<file path="src/rtl/pipe_stage_reg.sv">
// Valid/ready pipeline register with flush and a saturating stall counter.
// Define PIPE_STAGE_SKID_EN for the two-entry skid variant; default is single-entry.
module pipe_stage_reg #(
    parameter int unsigned WIDTH = 32,
    parameter int unsigned CNT_W = 16
) (
    input  logic             CLK,
    input  logic             nRST,
    input  logic             in_valid,
    input  logic [WIDTH-1:0] in_data,
    output logic             in_ready,
    output logic             out_valid,
    output logic [WIDTH-1:0] out_data,
    input  logic             out_ready,
    input  logic             flush,
    output logic [1:0]       occupancy,
    output logic [CNT_W-1:0] stall_cnt
);

    localparam logic [CNT_W-1:0] STALL_MAX = '1;

    typedef enum logic [1:0] {
        ST_EMPTY = 2'd0,
        ST_ONE   = 2'd1,
        ST_TWO   = 2'd2
    } state_e;

    state_e           state_q, state_d;
    logic             valid_q, valid_d;
    logic [1:0]       occ_q, occ_d;
    logic [WIDTH-1:0] main_q, main_d;
    logic [CNT_W-1:0] stall_q, stall_d;
    logic             in_xfer, out_xfer;

`ifdef PIPE_STAGE_SKID_EN
    logic [WIDTH-1:0] skid_q, skid_d;

    // Readiness depends only on held state, breaking the out_ready->in_ready path.
    assign in_ready = !flush && (state_q != ST_TWO);
`else
    assign in_ready = !flush && (!valid_q || out_ready);
`endif

    assign in_xfer  = in_valid && in_ready;
    assign out_xfer = valid_q && out_ready;

    always_comb begin
        state_d = state_q;
        main_d  = main_q;
        stall_d = stall_q;
`ifdef PIPE_STAGE_SKID_EN
        skid_d  = skid_q;
`endif
        if (valid_q && !out_ready && !flush && (stall_q != STALL_MAX)) begin
            stall_d = stall_q + CNT_W'(1);
        end
        // Flush wins over any concurrent transfer; out_data keeps its last value.
        if (flush) begin
            state_d = ST_EMPTY;
        end else begin
            case (state_q)
                ST_EMPTY: begin
                    if (in_xfer) begin
                        main_d  = in_data;
                        state_d = ST_ONE;
                    end
                end
                ST_ONE: begin
`ifdef PIPE_STAGE_SKID_EN
                    if (in_xfer && out_xfer) begin
                        main_d = in_data;
                    end else if (in_xfer) begin
                        skid_d  = in_data;
                        state_d = ST_TWO;
                    end else if (out_xfer) begin
                        state_d = ST_EMPTY;
                    end
`else
                    if (in_xfer) begin
                        main_d = in_data;
                    end else if (out_xfer) begin
                        state_d = ST_EMPTY;
                    end
`endif
                end
`ifdef PIPE_STAGE_SKID_EN
                ST_TWO: begin
                    if (out_xfer) begin
                        main_d  = skid_q;
                        state_d = ST_ONE;
                    end
                end
`endif
                default: state_d = ST_EMPTY;
            endcase
        end
        valid_d = (state_d != ST_EMPTY);
        occ_d   = 2'(state_d);
    end

    always_ff @(posedge CLK or negedge nRST) begin
        if (!nRST) begin
            state_q <= ST_EMPTY;
            valid_q <= 1'b0;
            occ_q   <= 2'd0;
            main_q  <= '0;
            stall_q <= '0;
`ifdef PIPE_STAGE_SKID_EN
            skid_q  <= '0;
`endif
        end else begin
            state_q <= state_d;
            valid_q <= valid_d;
            occ_q   <= occ_d;
            main_q  <= main_d;
            stall_q <= stall_d;
`ifdef PIPE_STAGE_SKID_EN
            skid_q  <= skid_d;
`endif
        end
    end

    assign out_valid = valid_q;
    assign out_data  = main_q;
    assign occupancy = occ_q;
    assign stall_cnt = stall_q;

endmodule

</file>
<file path="config.mk">
export PLATFORM = sky130hd
export DESIGN_NAME = pipe_stage_reg
export DESIGN_NICKNAME = d
export VERILOG_FILES = /design/src/rtl/pipe_stage_reg.sv
export SDC_FILE = /design/constraint.sdc
export NUM_CORES = 1
export LEC_CHECK = 0
export CAP_MARGIN = 25
export CORE_ASPECT_RATIO = 0.6
export CORE_MARGIN = 3
export CORE_UTILIZATION = 38
export DETAILED_ROUTE_END_ITERATION = 8
export GPL_ROUTABILITY_DRIVEN = 0
export PLACE_DENSITY_LB_ADDON = 0.15
export REMOVE_ABC_BUFFERS = 1
export SETUP_SLACK_MARGIN = 0.2
export SYNTH_ARGS = -nofsm -noshare
export SYNTH_HDL_FRONTEND = slang
export SYNTH_SLANG_ARGS = --single-unit
export TNS_END_PERCENT = 100
</file>
<file path="constraint.sdc">
create_clock -name CLK -period 1.7 [get_ports CLK]
set_clock_uncertainty 0.15 [all_clocks]
set_input_delay 0.255 -clock CLK [delete_from_list [all_inputs] [get_ports CLK]]
set_output_delay 0.255 -clock CLK [all_outputs]
set_load 0.005 [all_outputs]
</file>
==> impl_summary.md, run 1 <==
Outcome
The flow ran to the end, but the final reports show violations. The checks that failed: setup timing.

STA
The count of final max-slew check failures is 0. Setup repair after global routing could not meet its margin everywhere. Across all setup checks in the final design, the least slack found is -0.0895 ns. For the finished layout, the period the worst path requires is 1.79 ns. Static timing analysis puts the maximum clock frequency at 559 MHz. After layout, the worst path uses 105% of the clock period. The final hold violation count was 0. The count of endpoints failing setup in the final report is 3. For the final routed database, the setup TNS stands at -0.110 ns.

GRT
The via count of the first global-routing pass is 1,826. The number of antenna violations at the first check in global routing is 0. The total overflow left after global routing is 0.

The maximum number of pins on one net before global-route repair is 52. The first global-routing pass estimated 9460 um of wire. Global routing used 18.9% of the available tracks.

Drt
The number of vias per cell is 4.76. The average wire length per cell after detail routing is 16.4 um. Summed over all layers, the routed wires come to 6090 um.

The detailed router finished its first iteration with 36 violations. Detailed routing inserted a total of 1,766 vias. The count of TritonRoute iterations in the first routing pass is 4. Once detail routing completed, the nets flagged for antenna violations numbered 0. In the routed design, unresolved DRC markers number 0.

Setup path
The element type at the critical path end is a register. The number of cells on the worst reg-to-reg path is 5. In this run the critical register-to-register path is captured at stall_cnt[1]. Data arrives at the worst endpoint at 1.82 ns. At the worst endpoint, the required time is 1.73 ns. The startpoint identified for the worst register-to-register timing path is stall_cnt[0].

In this run the worst setup path begins at stall_cnt[0]. The startpoint type of the worst setup path is a register. The critical path's slowest cell is sky130_fd_sc_hd__dfrtp_1. The maximum fanout encountered on the critical timing path is 9. The capturing element of the worst setup path is stall_cnt[1]. Walking the worst path, the cells encountered are ha_2 -> nand4_1 -> o41ai_2 -> buf_4 -> mux2_4. The path type of the worst setup path is reg2reg. The stage delay of the slowest cell on the critical path is 0.36 ns.

The register-to-register path setup slack is -0.09 ns.

Final layout
For this run, the post-layout net count is 343. The area added between synthesis and finish is 89.1%. The final cell utilization of the core is 76.1%. Leaving out filler cells and counting taps, the final layout contains 371.

The number of antenna diodes in the final layout is 0. The fraction of final layout cells sized beyond drive strength 1 is 43.3%.

Floorplan
For this configuration, the core starts out at a cell density of 40.2%. In this run the core area contains 20 standard-cell rows. The die outline area is 6410 um^2.

The total I/O pin count is 89. The placeable core region is 5150 um^2. In this run the vertical extent of the chip is 63.2 um. From left edge to right edge, the die measures 101 um.

Placement
The detailed-placement wirelength estimate is 3650 um. Counting tap cells, the placed design contains a total of 334 instances. The count of buffers inserted at the top-level ports is 88.

Hold path
In this run the worst hold path is classified as in2async.

Logic synthesis
The biggest area contributor in the post-synthesis netlist is sky130_fd_sc_hd__dfrtp_1. The number of synthesized flops with an enable pin is 0. The average instance in the mapped netlist occupies 13.5 um^2. The register area share after synthesis is 61.5%. For this run, the number of Yosys warnings is 0.

Among all flip-flop cells after synthesis, the most frequent one is sky130_fd_sc_hd__dfrtp_1. Ranked by total cell area, the synthesized netlist is headed by sky130_fd_sc_hd__dfrtp_1 (62%), sky130_fd_sc_hd__mux2_2 (18%), sky130_fd_sc_hd__xor2_1 (5.1%), sky130_fd_sc_hd__nand2_1 (2.0%), sky130_fd_sc_hd__nor2_1 (2.0%). The share of synthesized flip-flops with an asynchronous set or reset is 100%. The synthesized design contains 51 register bits. Of the post-synthesis cell area, the dominant cell type holds 61.5%. In the synthesized netlist, the cells that appear most often are sky130_fd_sc_hd__dfrtp_1 (51), sky130_fd_sc_hd__mux2_2 (33), sky130_fd_sc_hd__xor2_1 (12). The netlist uses 26 different library cells. The library cell with the highest instance count after synthesis is sky130_fd_sc_hd__dfrtp_1. The gate count after technology mapping is 154.

The cell area that synthesis handed to floorplanning was 2070 um^2.

Power
For this design the ratio of total power to cell area is 870 nW/um^2. For this design the static power due to leakage is 0.00202 uW. The highest ir drop seen on vdd is 0.000570 V.

Clocking
TritonCTS built the clock tree. The CTS buffer count is 5. In this run the number of H-tree levels came out at 2.

The number of sinks driven by the clock tree is 51. The source-to-sink clock delay at the later pin of the worst-skew pair is 0.30 ns. The clock passes through at most 2 buffers. After clock tree synthesis, the clock-pin slew on the worst setup and hold paths is 0.09 ns. The clock tree root driver cell is sky130_fd_sc_hd__clkbuf_8.

Flow run
The count of max-cap constraint violations is 0.
[power breakdown]
group | switching, uW | total [uW] | internal, uW
Combinational | 338 | 1070 | 730
Clock | 406 | 837 | 431
Sequential | 103 | 1510 | 1400
Total | 847 | 3410 | 2570
[metrics by stage]
stage / cell area (um^2) / hold WS (ns) / setup WS [ns] / total power [uW]
after floorplan: 2050 / -0.191 / -0.363 / 1780
after global placement: 3260 / 0.119 / -0.249 / 2430
after detailed placement: 3260 / 0.118 / -0.304 / 2450
after CTS: 3720 / 0.329 / -0.0439 / 3330
after global routing: 3920 / 0.346 / -0.162 / 3600
final: 3920 / 0.315 / -0.0895 / 3410
[logic make-up (layout without fill, tap and decap cells)]
kind of cell	Yosys count	in the layout	share of synthesized area, %
fa+ha+maj	1	1	0.603
buf+inv	5	156	1.45
compound gates	5	5	1.75
other cells	1	1	0.181
simple gates	44	44	10.4
mux	34	34	18.6
xor+xnor	13	13	5.49
flops	51	51	61.5
[cell usage in the layout (no fill, tap or decap), types with 2 or more instances in the layout]
cell and instances:
sky130_fd_sc_hd__mux2_4 33, sky130_fd_sc_hd__buf_12 3, sky130_fd_sc_hd__clkbuf_2 5, sky130_fd_sc_hd__dlygate4sd2_1 37
sky130_fd_sc_hd__nand2_1 11, sky130_fd_sc_hd__nor3_4 2, sky130_fd_sc_hd__nor2_4 3, sky130_fd_sc_hd__nor3_1 2
sky130_fd_sc_hd__buf_2 2, sky130_fd_sc_hd__clkdlybuf4s50_1 33, sky130_fd_sc_hd__nor4_4 2, sky130_fd_sc_hd__nand3_4 2
sky130_fd_sc_hd__buf_4 33, sky130_fd_sc_hd__buf_16 3, sky130_fd_sc_hd__dfrtp_1 51, sky130_fd_sc_hd__clkdlybuf4s15_1 5
sky130_fd_sc_hd__nand3_1 2, sky130_fd_sc_hd__clkbuf_8 5, sky130_fd_sc_hd__buf_6 26, sky130_fd_sc_hd__xor2_1 12
sky130_fd_sc_hd__nor2_1 7, sky130_fd_sc_hd__and3_1 2, sky130_fd_sc_hd__nand4_1 4
[per-layer routing]
| layer | track usage (%) | up-vias | part of all wire, % |
|---|---|---|---|
| li1 | - | 837 | - |
| met1 | 28.6 | 865 | 47 |
| met2 | 25.7 | 60 | 44 |
| met3 | 7.19 | 4 | 8.2 |
| met4 | 3.65 | 0 | 0.84 |
| met5 | 0 | - | 0 |
[repair_timing]
action	in CTS	in global routing
gates resized for setup	130	47
endpoints found under the hold margin	51	0
hold buffers	1	0
endpoints found under the setup margin	100	63
cloned	3	0
pin swaps	4	11
setup buffers	15	11
[worst min-delay path by stage]
| stage | startpoint | to | depth (start not counted) |
|---|---|---|---|
| global placement | nRST | stall_cnt[1] | 2 |
| CTS | nRST | out_data[17] | 3 |
| floorplan | nRST | occupancy[0] | 0 |
| global route | nRST | out_data[2] | 3 |
| finish | nRST | stall_cnt[0] | 3 |
| detailed placement | nRST | stall_cnt[0] | 2 |
[worst max-delay path, delay by kind of cell, from the launching register on]
kind,cells,cell delay [ns]
buffers and inverters,1,0.24
DFF,1,0.36
muxes,1,0.31
AOI/OAI and AO/OA,1,0.28
adders and majority gates,1,0.19
and+or+nand+nor,1,0.14
[area by class of cell]
class,instances,area [um^2]
Inverter,1,3.75
Sequential cell,51,1280
Tap cell,66,82.6
Clock inverter,2,37.5
Fill cell,347,1230
Timing Repair Buffer,148,1430
Clock buffer,5,68.8
Multi-Input combinational cell,98,1020
[state kept, by name (all words and copies together), names as in the netlist]
signal / cells
out_valid: 1
out_data: 32
stall_cnt: 16
occupancy: 2
No activity file was read; power rests on OpenSTA's default activity.
==> inputs of run 2 (changes only) <==
--- a/config.mk
+++ b/config.mk
@@ -14,6 +14,7 @@
 export PLACE_DENSITY_LB_ADDON = 0.15
 export REMOVE_ABC_BUFFERS = 1
 export SETUP_SLACK_MARGIN = 0.2
+export SKIP_LAST_GASP = 1
 export SYNTH_ARGS = -nofsm -noshare
 export SYNTH_HDL_FRONTEND = slang
 export SYNTH_SLANG_ARGS = --single-unit
==> impl_summary.md, run 2 (synthesis gave the netlist of run 1 again) <==
STA
The final hold violation count is 0 (unchanged). The highest clock frequency the design can meet is 560 MHz (was 559 MHz). The worst setup slack after layout is -0.0869 ns (was -0.0895 ns).

The worst hold margin is 0.322 ns (was 0.315 ns). The portion of the clock cycle consumed by the worst path in the final layout was 105% (about the same). The sum of negative setup slack is -0.101 ns (was -0.110 ns). The count of endpoints failing setup in the final report was 3 (unchanged).

Unrepaired setup endpoints after global routing: yes (unchanged). The count of final max-slew check failures is 0 (unchanged). The shortest period the worst path allows was 1.79 ns (about the same).

Placement
The pre-CTS worst setup slack is -0.304 ns (unchanged). The count of buffers inserted at the top-level ports is 88 (unchanged). The detailed-placement wirelength estimate came to 3650 um (unchanged).

GRT
The via count of the first global-routing pass came to 1,776 (was 1,826). The aggregate global-route resource usage is 18.0% (was 18.9%). The maximum number of pins on one net before global-route repair is 52 (unchanged).

The global-route wire length before repair came to 8990 um (was 9460 um). The number of antenna violations at the first check in global routing came to 0 (unchanged). The total congestion overflow is 0 (unchanged).

Final layout
The number of filler cells placed in the layout was 376 (was 347). The number of flip-flops under the largest register name is 32 (unchanged). The most common library cell in the layout ignoring fill and taps is sky130_fd_sc_hd__dfrtp_1 (unchanged). The area added between synthesis and finish is 82.7% (was 89.1%). The number of nets at the end of the flow is 342 (was 343). The final cell utilization of the core was 73.5% (was 76.1%). The number of diodes is 0 (unchanged). The fraction of final layout cells sized beyond drive strength 1 is 43.1% (was 43.3%).

Commonest non-fill, non-tap cells in the layout: sky130_fd_sc_hd__dfrtp_1 (51), sky130_fd_sc_hd__dlygate4sd2_1 (37), sky130_fd_sc_hd__mux2_2 (33), sky130_fd_sc_hd__clkdlybuf4s50_1 (33), sky130_fd_sc_hd__buf_4 (32) (was sky130_fd_sc_hd__dfrtp_1 (51), sky130_fd_sc_hd__dlygate4sd2_1 (37), sky130_fd_sc_hd__mux2_4 (33), sky130_fd_sc_hd__clkdlybuf4s50_1 (33), sky130_fd_sc_hd__buf_4 (33)).

Drt
The detailed-routed wire length on met3 is 462 um (was 498 um). The routed wire length on met2 is 2490 um (was 2680 um). The average wire length per cell after detail routing is 15.5 um (was 16.4 um).

The topmost layer with routed signal wires is met4 (unchanged). The remaining antenna violation count after routing is 0 (unchanged). The number of vias per cell was 4.71 (was 4.76).

The routed length on met1 is 2730 um (was 2860 um). The total wirelength of the detailed-routed design came to 5740 um (was 6090 um). The overall via count from detail_route came to 1,741 (was 1,766).

The number of remaining DRC errors is 0 (unchanged). The count of TritonRoute iterations in the first routing pass is 4 (unchanged). The number of design-rule violations left by the first detailed-router iteration is 36 (unchanged).

Floorplan
The die outline area is 6410 um^2 (unchanged). The standard-cell row count is 20 (unchanged). The placeable core region is 5150 um^2 (unchanged). The total I/O pin count is 89 (unchanged). The starting density of the core is 40.2% (unchanged). The floorplan die width was 101 um (unchanged). The die outline height is 63.2 um (unchanged).

Power
The sequential power share came to 45.5% (was 44.2%). The net switching share of the total power is 24.7% (was 24.8%). The power density over the cells is 867 nW/um^2 (was 870 nW/um^2).

The combinational group share of total power is 29.2% (was 31.3%). The leakage power of the design is 0.00186 uW (was 0.00202 uW). The switching component of the power is 812 uW (was 847 uW). The internal power was 2470 uW (was 2570 uW). The relative contribution of the clock network to total power is 25.3% (was 24.5%). The highest ir drop seen on vdd is 0.000558 V (was 0.000570 V).

Setup path
The data arrival time at the worst-slack endpoint is 1.82 ns (about the same). The stage delay of the slowest cell on the critical path is 0.36 ns (about the same). The data required time at the worst endpoint is 1.73 ns (about the same). The maximum fanout encountered on the critical timing path is 9 (unchanged).

Sequence of cells on the critical path: ha_2 -> nand4_1 -> o41ai_2 -> buf_4 -> mux2_4 (unchanged). The path type of the worst setup path is reg2reg (unchanged). The critical path's slowest cell is sky130_fd_sc_hd__dfrtp_1 (unchanged). The startpoint type of the worst setup path is a register (unchanged).

The element type at the critical path end was a register (unchanged).

Clocking
The CTS buffer count is 5 (unchanged). The H-tree level count came to 2 (unchanged). The source-to-sink clock delay at the later pin of the worst-skew pair came to 0.30 ns (about the same). The clock tree root driver cell was sky130_fd_sc_hd__clkbuf_8 (unchanged). The number of sinks driven by the clock tree came to 51 (unchanged). The maximum root-to-sink buffer count came to 2 (unchanged).

The register clock-pin slew on the reported worst setup and hold paths is 0.09 ns (about the same). The clock tree from TritonCTS is built (unchanged).

Flow run
The count of max-cap constraint violations is 0 (unchanged).

Outcome
Run status: complete, but fails checks (unchanged). Failing checks: setup timing (unchanged).

Hold path
The worst hold path class is in2async (unchanged).
-- run 2: changes by cell type in the layout (fill, tap and decap cells not counted), sizes merged --
cell,change
clkbuf,+1
buf,-2
-- run 2: power groups by stage --
stage | logic, uW | clock network (uW) | registers (uW)
2_1_floorplan | 228 | 0 | 1560
3_3_place_gp | 912 | 0 | 1520
3_5_place_dp | 921 | 0 | 1530
4_1_cts | 882 | 845 | 1490
5_1_grt | 1040 | 912 | 1520
6_report | 959 | 833 | 1490
-- run 2: worst max-delay path, delay by kind of cell (launching register included) --
kind / cells / cell delay, ns
multiplexers: 1 / 0.31
AO/OA/AOI/OAI: 1 / 0.28
flip-flops: 1 / 0.36
adder cells (fa/ha/maj): 1 / 0.19
buffers and inverters: 1 / 0.24
AND/OR/NAND/NOR: 1 / 0.14
-- run 2: through the flow --
step	total power, uW	instances	cell area, um^2
3_5_place_dp	2450	334	3260
3_3_place_gp	2430	334	3260
4_1_cts	3220	360	3600
6_report	3290	370	3790
2_1_floorplan	1780	150	2050
5_1_grt	3480	370	3790
-- run 2: final cells by class --
type | count | area (um^2) | share of cell area (%)
Multi-Input combinational cell | 98 | 902 | 23.8
Sequential cell | 51 | 1280 | 33.7
Clock buffer | 5 | 68.8 | 1.82
Timing Repair Buffer | 147 | 1420 | 37.4
Clock inverter | 2 | 37.5 | 0.990
Inverter | 1 | 3.75 | 0.0990
Tap cell | 66 | 82.6 | 2.18
-- run 2: final timing paths --
path | slack (ns) | startpoint | end | cells after the start
max in group asynchronous | 0.85 | nRST | stall_cnt[4] | 3
max reg2reg | -0.09 | stall_cnt[0] | stall_cnt[1] | 5
min | 0.32 | nRST | stall_cnt[0] | 3
min in group CLK | 0.35 | out_data[7] | out_data[7] | 1
max | -0.09 | stall_cnt[0] | stall_cnt[1] | 5
min reg2reg | 0.35 | out_data[7] | out_data[7] | 1
-- run 2: routing by layer --
layer,track usage [%],vias up
met2,24.5,56
met3,7.08,4
met4,3.65,0
li1,-,835
met1,27.1,846
met5,0,-
-- run 2: what timing repair did --
action                                  4_1_cts  5_1_grt
hold endpoints to repair                     51        0
hold buffers                                  1        0
pin swaps                                     4       11
resized for setup                            91       52
buffers inserted                             15       10
cloned                                        3        0
endpoints found under the setup margin      100       63
